[config.mk]
export PLATFORM = sky130hd
export DESIGN_NAME = mips_muldiv
export DESIGN_NICKNAME = d
export VERILOG_FILES = /design/src/rtl/mips_muldiv.sv
export SDC_FILE = /design/constraint.sdc
export NUM_CORES = 1
export LEC_CHECK = 0
export ABC_AREA = 1
export BUFFER_PORTS_ARGS = -buffer_cell sky130_fd_sc_hd__buf_4
export CORE_MARGIN = 2
export CORE_UTILIZATION = 31
export DETAILED_ROUTE_END_ITERATION = 12
export PLACE_DENSITY_LB_ADDON = 0.3
export RECOVER_POWER = 50
export SLEW_MARGIN = 10
export SYNTH_ARGS = -nofsm -noshare
export SYNTH_HDL_FRONTEND = slang
export SYNTH_SLANG_ARGS = --single-unit
[constraint.sdc]
create_clock -name clock -period 5.94 [get_ports clock]
set_input_delay 1.188 -clock clock [delete_from_list [all_inputs] [get_ports clock]]
set_output_delay 1.188 -clock clock [all_outputs]
set_load 0.05 [all_outputs]
[src/rtl/mips_muldiv.sv]
// Iterative multiply/divide unit with architectural HI/LO registers.
// One product or quotient bit per cycle; signed ops are fixed up after iterating.
module mips_muldiv #(
   parameter int WIDTH = 32
) (
   input  logic             clock,
   input  logic             reset,
   input  logic             start,
   input  logic             flush,
   input  logic [2:0]       op,
   input  logic [WIDTH-1:0] a,
   input  logic [WIDTH-1:0] b,
   output logic             busy,
   output logic             done,
   output logic             div_zero,
   output logic [WIDTH-1:0] hi,
   output logic [WIDTH-1:0] lo
);

   localparam int CW = $clog2(WIDTH);
   localparam logic [CW-1:0] LAST = CW'(WIDTH - 1);

   typedef enum logic [1:0] {IDLE, ITER, FIX} state_t;

   state_t             state;
   logic [2*WIDTH-1:0] p;
   logic [WIDTH-1:0]   d;
   logic [CW-1:0]      cnt;
   logic               is_div;
   logic               neg_q;
   logic               neg_r;

   logic               op_mul;
   logic               op_div;
   logic               op_mt;
   logic               b_zero;
   logic               a_neg;
   logic               b_neg;
   logic [WIDTH-1:0]   a_mag;
   logic [WIDTH-1:0]   b_mag;

   assign op_mul = (op[2:1] == 2'b00);
   assign op_div = (op[2:1] == 2'b01);
   assign op_mt  = (op[2:1] == 2'b10);
   assign b_zero = (b == '0);
   assign a_neg  = op[0] & a[WIDTH-1];
   assign b_neg  = op[0] & b[WIDTH-1];
   assign a_mag  = a_neg ? -a : a;
   assign b_mag  = b_neg ? -b : b;

   logic [WIDTH:0]     mul_sum;
   logic [WIDTH:0]     div_t;
   logic [WIDTH:0]     div_sub;
   logic [2*WIDTH-1:0] mul_nxt;
   logic [2*WIDTH-1:0] div_nxt;
   logic [2*WIDTH-1:0] prod;
   logic [WIDTH-1:0]   quo;
   logic [WIDTH-1:0]   rem;

   // upper half is the accumulator / partial remainder, lower half the
   // multiplier / dividend bits being consumed
   assign mul_sum = {1'b0, p[2*WIDTH-1:WIDTH]} + {1'b0, d};
   assign mul_nxt = p[0] ? {mul_sum, p[WIDTH-1:1]}
                         : {1'b0, p[2*WIDTH-1:1]};
   assign div_t   = {p[2*WIDTH-1:WIDTH], p[WIDTH-1]};
   assign div_sub = div_t - {1'b0, d};
   assign div_nxt = div_sub[WIDTH]
                  ? {div_t[WIDTH-1:0], p[WIDTH-2:0], 1'b0}
                  : {div_sub[WIDTH-1:0], p[WIDTH-2:0], 1'b1};

   assign prod = neg_q ? -p : p;
   assign quo  = neg_q ? -p[WIDTH-1:0] : p[WIDTH-1:0];
   assign rem  = neg_r ? -p[2*WIDTH-1:WIDTH] : p[2*WIDTH-1:WIDTH];

   always_ff @(posedge clock or posedge reset) begin
      if (reset) begin
         state    <= IDLE;
         p        <= '0;
         d        <= '0;
         cnt      <= '0;
         is_div   <= 1'b0;
         neg_q    <= 1'b0;
         neg_r    <= 1'b0;
         busy     <= 1'b0;
         done     <= 1'b0;
         div_zero <= 1'b0;
         hi       <= '0;
         lo       <= '0;
      end else begin
         done     <= 1'b0;
         div_zero <= 1'b0;
         if (flush) begin
            state <= IDLE;
            busy  <= 1'b0;
         end else begin
            unique case (state)
               IDLE: begin
                  if (start) begin
                     unique case (1'b1)
                        op_mt: begin
                           if (op[0]) lo <= a;
                           else       hi <= a;
                           done <= 1'b1;
                        end
                        op_div && b_zero: begin
                           done     <= 1'b1;
                           div_zero <= 1'b1;
                        end
                        op_mul || (op_div && !b_zero): begin
                           is_div <= op_div;
                           neg_q  <= a_neg ^ b_neg;
                           neg_r  <= a_neg;
                           cnt    <= '0;
                           p      <= {{WIDTH{1'b0}}, op_div ? a_mag : b_mag};
                           d      <= op_div ? b_mag : a_mag;
                           busy   <= 1'b1;
                           state  <= ITER;
                        end
                        default: ;
                     endcase
                  end
               end
               ITER: begin
                  p   <= is_div ? div_nxt : mul_nxt;
                  cnt <= cnt + 1'b1;
                  if (cnt == LAST) state <= FIX;
               end
               FIX: begin
                  if (is_div) {hi, lo} <= {rem, quo};
                  else        {hi, lo} <= prod;
                  done  <= 1'b1;
                  busy  <= 1'b0;
                  state <= IDLE;
               end
               default: state <= IDLE;
            endcase
         end
      end
   end

endmodule

==> flow_metrics.env <==
export IMPL_outcome="finished with violations"
export IMPL_failing_checks="capacitance limit, slew limit"
export IMPL_cp_slowest_cell="sky130_fd_sc_hd__clkbuf_1"
export IMPL_io_buffers=137
export IMPL_cts_htree_levels=4
export IMPL_grt_max_degree=90
export IMPL_gr_total_overflow=0
export IMPL_cts_hold_fix_buffers=0
export IMPL_pwr_density_cell_mw_per_mm2=505
export IMPL_floorplan_die_width_um=247
export IMPL_drc=0
export IMPL_count_of_flip_flops_with_a_built_in_enable_after_synthesis=0
export IMPL_avgSynthCellArea_um2=5.88
export IMPL_route_final_wire_length_mm=82.3
export IMPL_rsz_0062_raised_after_global_routing="no"
export IMPL_postSynthNetCount=3247
export IMPL_drtPass1Iterations=6
export IMPL_clock_sinks=173
export IMPL_antenna_cells=0
export IMPL_post_synth_inst_count=3104
export IMPL_cts_repair_resized=0
export IMPL_floorplan_initialDensity_pct=31.5
export IMPL_leakage_nw=9.93
export IMPL_post_route_period_util_pct=67.9
export IMPL_worstSetupPathType="in -> async"
export IMPL_slew_limit_headroom_pct=-59.6
export IMPL_finalSetupViolCount=0
export IMPL_cts_max_path_buffers=2
export IMPL_fmax_ghz=0.248
export IMPL_synthFlopType="sky130_fd_sc_hd__dfrtp_1"
export IMPL_count_of_nets_after_finishing=3311
export IMPL_critPathMaxFanout=88
export IMPL_peakVddDrop_uv=349
export IMPL_clk_latency_ns=0.49
export IMPL_cts_buffers_inserted=17
export IMPL_globalRouteTotalUtil_pct=26.7
export IMPL_ys_seq_elements=173
export IMPL_gp_congestion=1.00
export IMPL_dpl_worst_slack_ns=2.00
export IMPL_ioPinCount=138
export IMPL_ant_nets=0
export IMPL_drv_max_cap_violation_count=2
export IMPL_grt_pass1_wl_mm=122
export IMPL_num_rows=88
export IMPL_final_hold_worst_slack_ns=0.489
export IMPL_post_route_worst_setup_slack_ns=1.91
export IMPL_cts_root_buf="sky130_fd_sc_hd__clkbuf_16"
export IMPL_viasPerCell=5.44
export IMPL_cts_tree="done"
export IMPL_synthesis_yosys_warnings=0
export IMPL_post_cts_setup_buffer_count=0
export IMPL_coreArea_mm2=0.0579
export IMPL_route_detailed_wl_per_inst_um=20.9
export IMPL_dp_final_hpwl_mm=65.3
export IMPL_period_needed_ns=4.03
export IMPL_post_route_cells_drive_above_1_share_pct=7.20
export IMPL_dieHeight_um=247
export IMPL_cp_slowest_stage_delay_ns=1.77
export IMPL_asyncSetResetFlopFracSynth_pct=100
export IMPL_synth_cell_area_mm2=0.0183
export IMPL_critical_path_buf_inv_count=3
export IMPL_clk_pin_slew_ns=0.08
export IMPL_first_global_vias=19372
export IMPL_ff2ff_setup_slack_ns=2.43
export IMPL_crit_path_cell_trace="clkbuf_1 -> inv_6 -> clkbuf_1"
export IMPL_netlist_top_cell_by_area="sky130_fd_sc_hd__dfrtp_1"
export IMPL_final_setup_tns_ns=0
export IMPL_cpLargestDelayFamily="buffers and inverters"
export IMPL_synth_sequential_area_ratio_pct=23.7
export IMPL_first_iter_violations=2696
export IMPL_maxSlewViolCount=89
export IMPL_startpoint_type="input port"
export IMPL_antenna_found_initial=2
export IMPL_critical_path_arrival_ns=3.80
export IMPL_worstMarginPinSlew_ns=2.39
export IMPL_yosysTopAreaCellShare_pct=23.7
export IMPL_worstHoldPathType="reg -> reg"
export IMPL_synth_distinct_cells=51
export IMPL_area_added_between_synthesis_and_finish_pct=10.3
export IMPL_clock_skew_final_ns=0.0252
export IMPL_end_kind="asynchronous set/reset pin"
export IMPL_fp_dieArea_mm2=0.0608
export IMPL_post_synth_main_area_contributors="sky130_fd_sc_hd__dfrtp_1 (24%), sky130_fd_sc_hd__nand2_1 (18%), sky130_fd_sc_hd__nand3_1 (10%)"
export IMPL_hold_viol_final=0
export IMPL_num_vias=21448
export IMPL_crit_required_ns=5.70
export IMPL_cp_dominant_cell_by_count="sky130_fd_sc_hd__clkbuf_1"
export IMPL_total_power_mw=10.2
-- placed cells by master, fill, tap and decap left out, drive strengths merged --
master,count
a22o,1
a31oi,39
a21o,3
or2,12
nand4,37
a211oi,3
buf,85
dfrtp,173
nor4,4
a21oi,215
clkinvlp,3
clkinv,5
ha,70
fa,2
nor3,38
xor2,37
bufinv,1
nor2,418
o22ai,14
and3,2
nand2,891
and2,2
mux2i,1
clkbuf,85
nand3b,13
xnor2,13
o21bai,7
inv,390
o21ai,193
nand3,382
a22oi,8
o21a,4
o31ai,3
o211ai,27
-- flip-flops by register name, indices dropped and copies added, names as in the netlist --
signal,flops
neg_q,1
done,1
cnt,5
state,2
p,64
hi,32
div_zero,1
lo,32
is_div,1
neg_r,1
d,32
busy,1
-- worst reg2reg max path, stage by stage, from the launching register on --
cell and delay (ns):
sky130_fd_sc_hd__dfrtp_1 0.36, sky130_fd_sc_hd__buf_4 0.26, sky130_fd_sc_hd__inv_2 0.68, sky130_fd_sc_hd__ha_1 0.32
sky130_fd_sc_hd__inv_1 0.09, sky130_fd_sc_hd__nor3_2 0.23, sky130_fd_sc_hd__nand2_2 0.18, sky130_fd_sc_hd__nor2_4 0.17
sky130_fd_sc_hd__nand2_2 0.12, sky130_fd_sc_hd__nor2_2 0.15, sky130_fd_sc_hd__nand2_1 0.11, sky130_fd_sc_hd__nand2_1 0.19
sky130_fd_sc_hd__nand2_1 0.08, sky130_fd_sc_hd__a31oi_1 0.31, sky130_fd_sc_hd__o21ai_0 0.13
-- cell type report --
cell class / count / area, um^2
fill: 6590 / 37800
multi-input combinational: 2439 / 11900
sequential: 173 / 4330
inverter: 385 / 1460
tap: 765 / 957
timing repair buffer: 152 / 893
clock buffer: 18 / 429
clock inverter: 14 / 151
-- logic make-up after synthesis --
family | synth area share, %
AO/OA/AOI/OAI | 15.5
XOR/XNOR | 2.40
adder cells (fa/ha/maj) | 5.02
buffers and inverters | 11.2
flip-flops | 23.7
multiplexers | 0.0548
AND/OR/NAND/NOR | 42.1
-- routing by layer --
metal  GRT usage, %  up-vias  routed length (um)
li1               -    10273                   -
met1           38.0     9921               36400
met2           39.7     1081               34700
met3           4.74      171                7800
met4           10.2        2                3400
met5              0        -                  13
-- Yosys cell counts (all sizes together) (14+ instances only) --
| cell | count |
|---|---|
| o21ai | 193 |
| ha | 70 |
| nor2 | 418 |
| nand4 | 37 |
| buf | 57 |
| nor3 | 38 |
| o22ai | 14 |
| a31oi | 39 |
| inv | 383 |
| dfrtp | 173 |
| a21oi | 215 |
| nand3 | 382 |
| xor2 | 37 |
| nand2 | 891 |
| o211ai | 27 |
| clkbuf | 50 |
-- final timing paths --
kind,cells after the start,to,from
setup / recovery,3,is_div$_DFFE_PP0P_,reset
hold / removal,2,lo[22]$_DFFE_PP0P_,lo[22]$_DFFE_PP0P_
setup reg to reg,14,lo[26]$_DFFE_PP0P_,p[0]$_DFFE_PP0P_
hold reg to reg,2,lo[22]$_DFFE_PP0P_,lo[22]$_DFFE_PP0P_
max in group clock,12,p[12]$_DFFE_PP0P_,b[0]
min in group asynchronous,2,hi[11]$_DFFE_PP0P_,reset
-- power breakdown --
group	internal, mW	switching [mW]
Sequential	1.58	0.815
Clock	0.594	0.578
Combinational	1.91	4.68
Total	4.09	6.07
-- through the flow --
step	std cells	utilization [%]	area [um^2]
3_3_place_gp	3914	34.2	19800
6_report	3946	34.8	20100
5_1_grt	3946	34.8	20100
2_1_floorplan	3104	-	18300
4_1_cts	3946	35.2	20400
3_5_place_dp	3914	34.2	19800
(Power assumes the default switching activity.)
